===== src/rtl/hardnet_cfg_loader_pkg.sv =====
// Shared definitions for the hardnet configuration loader.
// Holds the FSM state encodings, header field positions, the latched
// header payload type and a header legality helper.
package hardnet_cfg_loader_pkg;

    localparam int unsigned DEF_ADDR_WIDTH = 16;
    localparam int unsigned DATA_WIDTH     = 32;

    // FSM state encodings
    localparam logic [2:0] CFG_IDLE   = 3'd0;
    localparam logic [2:0] CFG_HDR_RD = 3'd1;
    localparam logic [2:0] CFG_HDR_WT = 3'd2;
    localparam logic [2:0] CFG_WB_RD  = 3'd3;
    localparam logic [2:0] CFG_WB_WT  = 3'd4;
    localparam logic [2:0] CFG_DONE   = 3'd5;
    localparam logic [2:0] CFG_ERR    = 3'd6;

    // Layer header word: {neuron count, weights per neuron}
    localparam int unsigned HDR_N_MSB = 31;
    localparam int unsigned HDR_N_LSB = 16;
    localparam int unsigned HDR_W_MSB = 15;
    localparam int unsigned HDR_W_LSB = 0;

    typedef struct packed {
        logic [15:0] n;
        logic [15:0] w;
    } hdr_t;

    // A header is unusable when either count is zero or beyond the array size
    function automatic logic hdr_bad(input hdr_t h, input int unsigned max_n,
                                     input int unsigned max_w);
        return (h.n == 16'd0) || (32'(h.n) > max_n) ||
               (h.w == 16'd0) || (32'(h.w) > max_w);
    endfunction

endpackage


===== src/rtl/hardnet_cfg_loader_if.sv =====
// Word-memory read port used by the configuration loader.
// master: loader side (issues mem_rd_en/mem_addr, receives mem_rdata/mem_rvalid)
// slave : memory side
interface hardnet_cfg_loader_if
    import hardnet_cfg_loader_pkg::*;
#(
    parameter int unsigned ADDR_WIDTH = DEF_ADDR_WIDTH
);
    logic                  mem_rd_en;
    logic [ADDR_WIDTH-1:0] mem_addr;
    logic [DATA_WIDTH-1:0] mem_rdata;
    logic                  mem_rvalid;

    modport master (output mem_rd_en, output mem_addr,
                    input  mem_rdata, input  mem_rvalid);
    modport slave  (input  mem_rd_en, input  mem_addr,
                    output mem_rdata, output mem_rvalid);
endinterface


===== src/rtl/hardnet_cfg_loader.sv =====
// Boot-time sequencer streaming per-layer weight/bias tables from word memory
// into the hardnet layer array. One read outstanding at most.
// Ports:
//   clock, reset            : clock, synchronous active-high reset
//   start, base_addr        : load request pulse and layer-1 header address
//   mem (master)            : memory read port (rd_en/addr out, rdata/rvalid in)
//   configlayer/configneuron: layer (1-based) / neuron (0-based) of current word
//   weight_Value/weight_valid, bias_Value/bias_valid : word strobes
//   cfg_busy/cfg_done/cfg_error : load status levels
module hardnet_cfg_loader
    import hardnet_cfg_loader_pkg::*;
#(
    parameter int unsigned NUM_LAYERS  = 4,
    parameter int unsigned MAX_NEURONS = 30,
    parameter int unsigned MAX_WEIGHTS = 784,
    parameter int unsigned ADDR_WIDTH  = 16
) (
    input  logic                    clock,
    input  logic                    reset,
    input  logic                    start,
    input  logic [ADDR_WIDTH-1:0]   base_addr,
    hardnet_cfg_loader_if.master    mem,
    output logic [31:0]             configlayer,
    output logic [31:0]             configneuron,
    output logic [31:0]             weight_Value,
    output logic                    weight_valid,
    output logic [31:0]             bias_Value,
    output logic                    bias_valid,
    output logic                    cfg_busy,
    output logic                    cfg_done,
    output logic                    cfg_error
);

    logic [2:0]            state_q,      state_d;
    logic [ADDR_WIDTH-1:0] ptr_q,        ptr_d;
    logic [7:0]            layer_q,      layer_d;
    logic [15:0]           neuron_q,     neuron_d;
    logic [15:0]           widx_q,       widx_d;
    hdr_t                  hdr_q,        hdr_d;
    logic                  rd_en_q,      rd_en_d;
    logic [ADDR_WIDTH-1:0] addr_q,       addr_d;
    logic [7:0]            cfg_layer_q,  cfg_layer_d;
    logic [15:0]           cfg_neuron_q, cfg_neuron_d;
    logic [31:0]           wval_q,       wval_d;
    logic                  wvalid_q,     wvalid_d;
    logic [31:0]           bval_q,       bval_d;
    logic                  bvalid_q,     bvalid_d;
    logic                  busy_q,       busy_d;
    logic                  done_q,       done_d;
    logic                  error_q,      error_d;
    hdr_t                  hdr_in;

    assign hdr_in = '{n: mem.mem_rdata[HDR_N_MSB:HDR_N_LSB],
                      w: mem.mem_rdata[HDR_W_MSB:HDR_W_LSB]};

    // State and datapath registers
    always_ff @(posedge clock) begin
        if (reset) begin
            state_q      <= CFG_IDLE;
            ptr_q        <= '0;
            layer_q      <= '0;
            neuron_q     <= '0;
            widx_q       <= '0;
            hdr_q        <= '0;
            rd_en_q      <= 1'b0;
            addr_q       <= '0;
            cfg_layer_q  <= '0;
            cfg_neuron_q <= '0;
            wval_q       <= '0;
            wvalid_q     <= 1'b0;
            bval_q       <= '0;
            bvalid_q     <= 1'b0;
            busy_q       <= 1'b0;
            done_q       <= 1'b0;
            error_q      <= 1'b0;
        end else begin
            state_q      <= state_d;
            ptr_q        <= ptr_d;
            layer_q      <= layer_d;
            neuron_q     <= neuron_d;
            widx_q       <= widx_d;
            hdr_q        <= hdr_d;
            rd_en_q      <= rd_en_d;
            addr_q       <= addr_d;
            cfg_layer_q  <= cfg_layer_d;
            cfg_neuron_q <= cfg_neuron_d;
            wval_q       <= wval_d;
            wvalid_q     <= wvalid_d;
            bval_q       <= bval_d;
            bvalid_q     <= bvalid_d;
            busy_q       <= busy_d;
            done_q       <= done_d;
            error_q      <= error_d;
        end
    end

    // Next-state and next-output logic. A read request is registered on the
    // transition into a *_RD state, so mem_rd_en is high exactly for that state.
    always_comb begin
        state_d      = state_q;
        ptr_d        = ptr_q;
        layer_d      = layer_q;
        neuron_d     = neuron_q;
        widx_d       = widx_q;
        hdr_d        = hdr_q;
        rd_en_d      = 1'b0;
        addr_d       = addr_q;
        cfg_layer_d  = cfg_layer_q;
        cfg_neuron_d = cfg_neuron_q;
        wval_d       = wval_q;
        wvalid_d     = 1'b0;
        bval_d       = bval_q;
        bvalid_d     = 1'b0;
        busy_d       = busy_q;
        done_d       = done_q;
        error_d      = error_q;

        case (state_q)
            CFG_IDLE, CFG_DONE, CFG_ERR: begin
                // DONE is entered with the last bias strobe; status follows a cycle later
                if (state_q == CFG_DONE) begin
                    busy_d = 1'b0;
                    done_d = 1'b1;
                end
                if (start && !busy_q) begin
                    ptr_d        = base_addr;
                    layer_d      = 8'd1;
                    neuron_d     = 16'd0;
                    widx_d       = 16'd0;
                    cfg_layer_d  = 8'd1;
                    cfg_neuron_d = 16'd0;
                    busy_d       = 1'b1;
                    done_d       = 1'b0;
                    error_d      = 1'b0;
                    rd_en_d      = 1'b1;
                    addr_d       = base_addr;
                    state_d      = CFG_HDR_RD;
                end
            end
            CFG_HDR_RD: begin
                ptr_d   = ptr_q + ADDR_WIDTH'(1);
                state_d = CFG_HDR_WT;
            end
            CFG_HDR_WT: begin
                if (mem.mem_rvalid) begin
                    hdr_d = hdr_in;
                    if (hdr_bad(hdr_in, MAX_NEURONS, MAX_WEIGHTS)) begin
                        error_d = 1'b1;
                        busy_d  = 1'b0;
                        state_d = CFG_ERR;
                    end else begin
                        rd_en_d = 1'b1;
                        addr_d  = ptr_q;
                        state_d = CFG_WB_RD;
                    end
                end
            end
            CFG_WB_RD: begin
                ptr_d   = ptr_q + ADDR_WIDTH'(1);
                state_d = CFG_WB_WT;
            end
            CFG_WB_WT: begin
                if (mem.mem_rvalid) begin
                    // Tag the outgoing word with the counters it belongs to;
                    // the tags move only together with a new strobe
                    cfg_layer_d  = layer_q;
                    cfg_neuron_d = neuron_q;
                    rd_en_d      = 1'b1;
                    addr_d       = ptr_q;
                    state_d      = CFG_WB_RD;
                    if (widx_q < hdr_q.w) begin
                        wval_d   = mem.mem_rdata;
                        wvalid_d = 1'b1;
                        widx_d   = widx_q + 16'd1;
                    end else begin
                        bval_d   = mem.mem_rdata;
                        bvalid_d = 1'b1;
                        widx_d   = 16'd0;
                        if (neuron_q == hdr_q.n - 16'd1) begin
                            neuron_d = 16'd0;
                            layer_d  = layer_q + 8'd1;
                            if (layer_q >= 8'(NUM_LAYERS)) begin
                                rd_en_d = 1'b0;
                                state_d = CFG_DONE;
                            end else begin
                                state_d = CFG_HDR_RD;
                            end
                        end else begin
                            neuron_d = neuron_q + 16'd1;
                        end
                    end
                end
            end
            default: state_d = CFG_IDLE;
        endcase
    end

    assign mem.mem_rd_en = rd_en_q;
    assign mem.mem_addr  = addr_q;
    assign configlayer   = {24'd0, cfg_layer_q};
    assign configneuron  = {16'd0, cfg_neuron_q};
    assign weight_Value  = wval_q;
    assign weight_valid  = wvalid_q;
    assign bias_Value    = bval_q;
    assign bias_valid    = bvalid_q;
    assign cfg_busy      = busy_q;
    assign cfg_done      = done_q;
    assign cfg_error     = error_q;

endmodule

===== src/flat_wrapper.sv =====
// flat-port wrapper written by rule: the top's interface ports become plain ports
module hardnet_cfg_loader_flat import hardnet_cfg_loader_pkg::*;
#(
    parameter int unsigned NUM_LAYERS  = 4,
    parameter int unsigned MAX_NEURONS = 30,
    parameter int unsigned MAX_WEIGHTS = 784,
    parameter int unsigned ADDR_WIDTH  = 16
)
  (clock, reset, start, base_addr, configlayer, configneuron, weight_Value, weight_valid, bias_Value, bias_valid, cfg_busy, cfg_done, cfg_error, mem_mem_rd_en, mem_mem_addr, mem_mem_rdata, mem_mem_rvalid);
  hardnet_cfg_loader_if #(.ADDR_WIDTH(ADDR_WIDTH)) mem_i ();
  input  logic clock;
  input  logic reset;
  input  logic start;
  input  logic [ADDR_WIDTH-1:0] base_addr;
  output logic [31:0] configlayer;
  output logic [31:0] configneuron;
  output logic [31:0] weight_Value;
  output logic weight_valid;
  output logic [31:0] bias_Value;
  output logic bias_valid;
  output logic cfg_busy;
  output logic cfg_done;
  output logic cfg_error;
  output wire logic [$bits(mem_i.mem_rd_en)-1:0] mem_mem_rd_en;
  output wire logic [$bits(mem_i.mem_addr)-1:0] mem_mem_addr;
  input wire logic [$bits(mem_i.mem_rdata)-1:0] mem_mem_rdata;
  input wire logic [$bits(mem_i.mem_rvalid)-1:0] mem_mem_rvalid;
  assign mem_mem_rd_en = mem_i.mem_rd_en;
  assign mem_mem_addr = mem_i.mem_addr;
  assign mem_i.mem_rdata = mem_mem_rdata;
  assign mem_i.mem_rvalid = mem_mem_rvalid;
  hardnet_cfg_loader #(.NUM_LAYERS(NUM_LAYERS), .MAX_NEURONS(MAX_NEURONS), .MAX_WEIGHTS(MAX_WEIGHTS), .ADDR_WIDTH(ADDR_WIDTH)) u_core (.clock(clock), .reset(reset), .start(start), .base_addr(base_addr), .mem(mem_i), .configlayer(configlayer), .configneuron(configneuron), .weight_Value(weight_Value), .weight_valid(weight_valid), .bias_Value(bias_Value), .bias_valid(bias_valid), .cfg_busy(cfg_busy), .cfg_done(cfg_done), .cfg_error(cfg_error));
endmodule

===== config.mk =====
export PLATFORM = sky130hd
export DESIGN_NAME = hardnet_cfg_loader_flat
export DESIGN_NICKNAME = d
export VERILOG_FILES = /design/src/rtl/hardnet_cfg_loader_pkg.sv /design/src/rtl/hardnet_cfg_loader_if.sv /design/src/rtl/hardnet_cfg_loader.sv /design/src/flat_wrapper.sv
export SDC_FILE = /design/constraint.sdc
export NUM_CORES = 1
export LEC_CHECK = 0
export ABC_AREA = 1
export CORE_UTILIZATION = 25
export DETAILED_ROUTE_END_ITERATION = 16
export GPL_ROUTABILITY_DRIVEN = 0
export PLACE_DENSITY = 0.47
export SYNTH_ARGS = -nofsm -noshare
export SYNTH_HDL_FRONTEND = slang
export SYNTH_SLANG_ARGS = --single-unit

===== constraint.sdc =====
create_clock -name clock -period 3.1 [get_ports clock]
set_input_delay 0.465 -clock clock [delete_from_list [all_inputs] [get_ports clock]]
set_output_delay 0.465 -clock clock [all_outputs]
set_load 0.05 [all_outputs]

==> results of run 1 <==
-- worst max-delay path, stage by stage, from the launching register on --
cell and delay (ns):
dfxtp_1 0.34, inv_2 0.12, ha_1 0.27, nand2_2 0.14, nor2_2 0.16, nand2_1 0.09
nand3_1 0.07, nand2_1 0.06, nor2_1 0.12, nand3_2 0.15, nor2_2 0.31, nor2_4 0.09
nand2_1 0.12, nand2_2 0.14, nand2_1 0.10, nor2_1 0.04
-- synthesized netlist by cell type (2+ instances only) --
library cell and count:
a211oi_1 2, a21oi_1 154, a221oi_1 4, a31oi_1 3, and2_1 2, buf_1 8
buf_2 9, buf_4 48, clkbuf_1 40, dfxtp_1 201, ha_1 21, inv_1 137
inv_2 8, nand2_1 271, nand2_2 6, nand3_1 77, nand3_2 4, nand3b_1 6
nand4_1 12, nor2_1 169, nor2_2 9, nor2_4 3, nor3_1 22, nor3b_1 4
nor4_1 6, o211ai_1 4, o21ai_0 146, o21ai_1 2, o31ai_1 2, or2_2 3
xnor2_1 13, xor2_1 14
-- worst min-delay path by stage --
stage                                                 endpoint  slack [ns]  cells past startpoint
after floorplan                  u_core.hdr_q[10]$_SDFFE_PP0P_        0.44                      2
after global placement    u_core.weight_Value[15]$_SDFFE_PP0P_        0.43                      2
after detailed placement  u_core.weight_Value[12]$_SDFFE_PP0P_        0.44                      2
after CTS                 u_core.weight_Value[12]$_SDFFE_PP0P_        0.44                      2
after global routing      u_core.weight_Value[21]$_SDFFE_PP0P_        0.46                      2
final                     u_core.weight_Value[12]$_SDFFE_PP0P_        0.44                      2
-- registers in the layout, indices dropped and copies added, names as in the netlist --
name	count
u_core.neuron_q	16
u_core.weight_valid	1
u_core.cfg_busy	1
u_core.cfg_done	1
u_core.cfg_neuron_q	16
u_core.weight_Value	32
u_core.cfg_error	1
u_core.widx_q	16
u_core.bias_Value	32
u_core.layer_q	8
u_core.mem.mem_addr	16
u_core.bias_valid	1
u_core.hdr_q	32
u_core.state_q	3
u_core.mem.mem_rd_en	1
u_core.ptr_q	16
u_core.cfg_layer_q	8
-- metal layers --
| metal | routed length [um] | up-vias | track usage, % |
|---|---|---|---|
| met5 | 0 | - | 0 |
| met4 | 580 | 0 | 4.01 |
| met3 | 1180 | 43 | 2.53 |
| met2 | 14700 | 140 | 26.2 |
| met1 | 14200 | 4286 | 19.2 |
| li1 | - | 4840 | - |
-- area by class of cell --
class	instances	area [um^2]	share of cell area, %
flip-flops and latches	201	4020	31.5
clock buffers	39	771	6.03
repair buffers	183	1770	13.9
clock inverters	10	103	0.803
diodes	1	2.50	0.0196
multi-input cells	1008	4900	38.4
well taps	518	648	5.07
inverters	147	554	4.34
-- power by group through the flow --
| stage | logic [mW] | clock network, mW | registers (mW) |
|---|---|---|---|
| after floorplan | 2.63 | 0 | 3.77 |
| after global placement | 4.16 | 0 | 3.36 |
| after detailed placement | 4.18 | 0 | 3.36 |
| after CTS | 4.19 | 3.12 | 3.31 |
| after global routing | 4.66 | 3.24 | 3.36 |
| final | 4.14 | 3.03 | 3.31 |
-- stage by stage --
step / instance area, um^2 / util (%) / hold WS, ns
after global routing: 12800 / 32.8 / 0.457
after detailed placement: 11900 / 30.6 / 0.436
after CTS: 12800 / 32.8 / 0.444
final: 12800 / 32.8 / 0.442
after floorplan: 10100 / - / 0.435
after global placement: 11900 / 30.6 / 0.430
-- cell families (layout without fill, tap and decap cells) --
group | Yosys count | count (layout) | share of synthesized area (%)
compound gates | 322 | 322 | 16.9
xor+xnor | 27 | 27 | 2.39
fa+ha+maj | 21 | 21 | 2.65
buf+inv | 252 | 379 | 11.5
flops | 201 | 201 | 40.6
other cells | 1 | 41 | 0.0378
simple gates | 598 | 598 | 26.0
==> impl_metrics.py, run 1 <==
metrics = {
    "global_routing": {
        "antenna_found_initial": 1,
        "grt_pass1_vias": 9114,
        "grt_pass1_wl_mm": 49.8,
        "grt_use_total_pct": 15.1,
        "grt_max_degree": 77,
        "gr-total-overflow": 0,
    },
    "placement": {
        "dpl.hpwl_mm": 22.5,
        "placed_cells": 2057,
        "place_ws_ns": 0.293,
        "portBuffers": 161,
    },
    "worst_setup_path": {
        "cp-startpoint": "u_core.hdr_q[16]$_SDFFE_PP0P_",
        "worstPathRequired_ns": 3.50,
        "critPathCapture": "u_core.neuron_q[2]$_SDFFE_PP0P_",
        "rr_worst_depth": 15,
        "start_kind": "flip-flop",
        "r2r_start": "u_core.hdr_q[16]$_SDFFE_PP0P_",
        "r2r_slack_ns": 0.65,
        "worstPathArrival_ns": 2.85,
        "cp_max_fo": 7,
        "endpoint_kind": "flip-flop",
        "path_class": "reg2reg",
        "r2r_end": "u_core.neuron_q[2]$_SDFFE_PP0P_",
    },
    "die": {
        "ioPinCount": 202,
        "rows": 72,
        "fp.coreArea_um2": 38900,
        "die_h_um": 201,
        "dieArea_um2": 40500,
        "die_w_um": 201,
        "start_util_pct": 25.5,
    },
    "sta": {
        "fmax_mhz": 408,
        "final_hold_viol_count": 0,
        "setup_ws_ns": 0.650,
        "setup_viol": 0,
        "slew_violations": 0,
        "rsz0062_at_grt": "no",
        "slew_headroom_pct": 38.7,
        "period_needed_ns": 2.45,
        "tns_ns": 0,
        "fin_skew_ns": 0.00801,
        "worst_pin_slew_ns": 0.920,
        "fin_crit_sh_pct": 79.0,
    },
    "clock_network": {
        "clock_latency_ns": 0.52,
        "cts_hold_buf": 0,
        "cts.htree.levels": 1,
        "cts-resized-gates": 0,
        "numClockSinks": 201,
        "cts-root-buf": "clkbuf_16",
        "tritoncts": "built",
        "numCtsBuffers": 27,
        "path_clk_slew_ns": 0.06,
        "clk_path_buf_depth": 3,
        "cts_setup_buffers": 0,
    },
    "power": {
        "total_power_mw": 10.5,
        "ir_drop_uv": 349,
        "clkPwrFrac_pct": 28.9,
        "pwr-share-comb_pct": 39.6,
        "p_int_mw": 6.10,
        "power_density_nw_per_um2": 820,
        "netSwitchingPower_mw": 4.37,
        "p_sw_share_pct": 41.7,
        "p_leak_nw": 4.86,
        "p_seq_share_pct": 31.6,
    },
    "route": {
        "totalWireLength_mm": 30.6,
        "detail-route-antenna-nets": 0,
        "first_pass_iters": 5,
        "via_per_inst": 4.42,
        "wl_per_cell_um": 14.5,
        "via_count": 9309,
        "drc_errors": 0,
        "first_iter_violations": 412,
    },
    "logic_synthesis": {
        "yosys.area.top_type_share_pct": 40.6,
        "synth.distinct_cells": 44,
        "ys_async_sr_fraction_pct": 0,
        "ys_ff_latch": 201,
        "ys_seq_area_share_pct": 40.6,
        "ys_warn_count": 0,
        "yosysTopAreaCell": "dfxtp_1",
        "avgSynthCellArea_um2": 6.97,
        "synth_flop_cell": "dfxtp_1",
        "syn_inst": 1422,
        "synthTopCellsByArea": "dfxtp_1, nand2_1, a21oi_1",
        "synth_edf_count": 0,
        "netlist_area_um2": 9910,
    },
    "cells_and_area": {
        "fillCellCount": 4189,
        "layout_common_cells": "nand2_1, dfxtp_1, nor2_1",
        "finish.net_count": 1641,
        "area_delta_synth_final_pct": 28.8,
        "drive_gt1_share_pct": 6.61,
        "final_cells": 2107,
        "final_common_cell": "nand2_1",
    },
    "worst_hold_path": {
        "hp-start": "u_core.weight_Value[12]$_SDFFE_PP0P_",
        "hp-class": "reg2reg",
    },
    "outcome": {
        "status": "finished, final reports clean",
    },
    "run": {
        "cap_violations": 0,
    },
}
No activity file was read; power rests on OpenSTA's default activity.
==> run 2: changes to the inputs <==
- PLACE_DENSITY: 0.47 -> 0.48
- clock period: 3.1 -> 2.2 ns (I/O delays scaled with it)
==> run 2 against run 1 <==
Clock skew up 0.014 ns. Clock-buffer cell count down 1. Maximum frequency up 16%. Sequential cell count unchanged. Die area unchanged. Critical path type unchanged. Largest power group unchanged.
==> impl_metrics.py, run 2 (synthesis gave the netlist of run 1 again) <==
metrics = {
    "sta": {
        "worst_pin_slew_ns": 0.892,
        "fmax_mhz": 472,
        "fin_crit_sh_pct": 96.3,
        "tns_ns": 0,
        "setup_ws_ns": 0.0807,
        "rsz0062_at_grt": "yes",
        "period_needed_ns": 2.12,
        "setup_viol": 0,
        "slew_violations": 0,
        "slew_headroom_pct": 40.5,
        "holdWs_ns": 0.310,
        "fin_skew_ns": 0.0217,
        "final_hold_viol_count": 0,
    },
    "cells_and_area": {
        "final_cells": 2182,
        "area_delta_synth_final_pct": 38.0,
        "drive_gt1_share_pct": 13.1,
        "finish.net_count": 1718,
        "final_common_cell": "nand2_1",
        "num_antenna_cells": 0,
        "layout_common_cells": "nand2_1, dfxtp_1, nor2_1",
        "fillCellCount": 4161,
        "final_core_util_pct": 35.2,
    },
    "run": {
        "cap_violations": 0,
    },
    "worst_hold_path": {
        "hp-class": "in2reg",
    },
    "clock_network": {
        "cts.htree.levels": 1,
        "tritoncts": "built",
        "cts-root-buf": "clkbuf_16",
        "clock_latency_ns": 0.54,
        "numCtsBuffers": 26,
        "clk_path_buf_depth": 3,
        "numClockSinks": 201,
        "path_clk_slew_ns": 0.06,
    },
    "worst_setup_path": {
        "endpoint_kind": "flip-flop",
        "start_kind": "flip-flop",
        "path_class": "reg2reg",
        "cp_max_fo": 32,
        "critPathCapture": "u_core.weight_Value[17]$_SDFFE_PP0P_",
        "r2r_end": "u_core.weight_Value[17]$_SDFFE_PP0P_",
        "worstPathRequired_ns": 2.59,
        "r2r_start": "u_core.hdr_q[11]$_SDFFE_PP0P_",
        "cp-startpoint": "u_core.hdr_q[11]$_SDFFE_PP0P_",
        "worstPathArrival_ns": 2.50,
        "rr_worst_depth": 11,
        "r2r_slack_ns": 0.08,
    },
    "route": {
        "totalWireLength_mm": 31.5,
        "via_count": 9601,
        "first_pass_iters": 5,
        "first_iter_violations": 420,
        "via_per_inst": 4.40,
        "wl_per_cell_um": 14.5,
        "detail-route-antenna-nets": 0,
        "drc_errors": 0,
    },
    "global_routing": {
        "grt_pass1_vias": 9190,
        "grt_max_degree": 77,
        "grt_use_total_pct": 14.9,
        "use_met3_pct": 2.67,
        "grt_pass1_wl_mm": 49.2,
        "busiest_layer": "met2",
        "met2_usage_pct": 26.1,
        "gr-total-overflow": 0,
        "grt_use_met1_pct": 18.9,
        "antenna_found_initial": 1,
    },
    "placement": {
        "placed_cells": 2128,
        "place_ws_ns": -0.202,
        "dpl.hpwl_mm": 22.6,
        "portBuffers": 161,
    },
    "power": {
        "p_leak_nw": 5.34,
        "ir_drop_uv": 613,
        "power_density_nw_per_um2": 1140,
    },
    "die": {
        "die_h_um": 201,
        "dieArea_um2": 40500,
        "rows": 72,
        "fp.coreArea_um2": 38900,
        "die_w_um": 201,
        "ioPinCount": 202,
        "start_util_pct": 25.5,
    },
    "outcome": {
        "status": "finished, final reports clean",
    },
}
[run 2: per-stage QoR]
stage	power [mW]	area, um^2
2_1_floorplan	9.02	10100
3_3_place_gp	11.1	12500
3_5_place_dp	11.2	12500
4_1_cts	15.4	13400
5_1_grt	16.8	13700
6_report	15.6	13700
[run 2: worst max-delay path, cell delays in order (launching register included)]
cell and delay (ns):
dfxtp_1 0.31, inv_1 0.06, ha_1 0.31, a21oi_1 0.18
o21ai_2 0.10, a21oi_4 0.19, buf_4 0.14, nand4_1 0.10
buf_6 0.17, buf_12 0.18, a21oi_1 0.17, nor2_1 0.05
[run 2: repair_timing]
item / 4_1_cts / 5_1_grt
gates cloned: 0 / 4
gates resized for setup: 1 / 69
hold buffers: 0 / 0
setup buffers: 0 / 3
setup endpoints to repair: 2 / 68
pin swaps: 0 / 14
hold endpoints to repair: 0 / 0
[run 2: worst min-delay path by stage]
stage	from	to	slack, ns	cells after the start
floorplan	u_core.hdr_q[10]$_SDFFE_PP0P_	u_core.hdr_q[10]$_SDFFE_PP0P_	0.44	2
global placement	u_core.weight_Value[13]$_SDFFE_PP0P_	u_core.weight_Value[13]$_SDFFE_PP0P_	0.43	2
detailed placement	u_core.weight_Value[20]$_SDFFE_PP0P_	u_core.weight_Value[20]$_SDFFE_PP0P_	0.43	2
CTS	reset	u_core.ptr_q[5]$_SDFFE_PP0P_	0.29	4
global route	reset	u_core.ptr_q[12]$_SDFFE_PP0P_	0.32	4
finish	reset	u_core.ptr_q[5]$_SDFFE_PP0P_	0.31	4
[run 2: routing by layer]
metal | up-vias | share of wire (%)
met5 | - | 0.041
met4 | 2 | 1.6
met3 | 40 | 4.1
met2 | 151 | 49
met1 | 4410 | 46
li1 | 4998 | -
[run 2: power by group]
part / internal (mW) / switching, mW
registers: 4.18 / 0.437
clock network: 2.54 / 1.65
logic: 2.42 / 4.41
[run 2: layout make-up]
cell class,instances,area (um^2),share of cell area (%)
multi-input combinational,1008,5110,37.3
inverter,147,559,4.09
timing repair buffer,261,2500,18.3
clock buffer,38,736,5.38
tap,518,648,4.74
clock inverter,9,106,0.777
sequential,201,4030,29.4
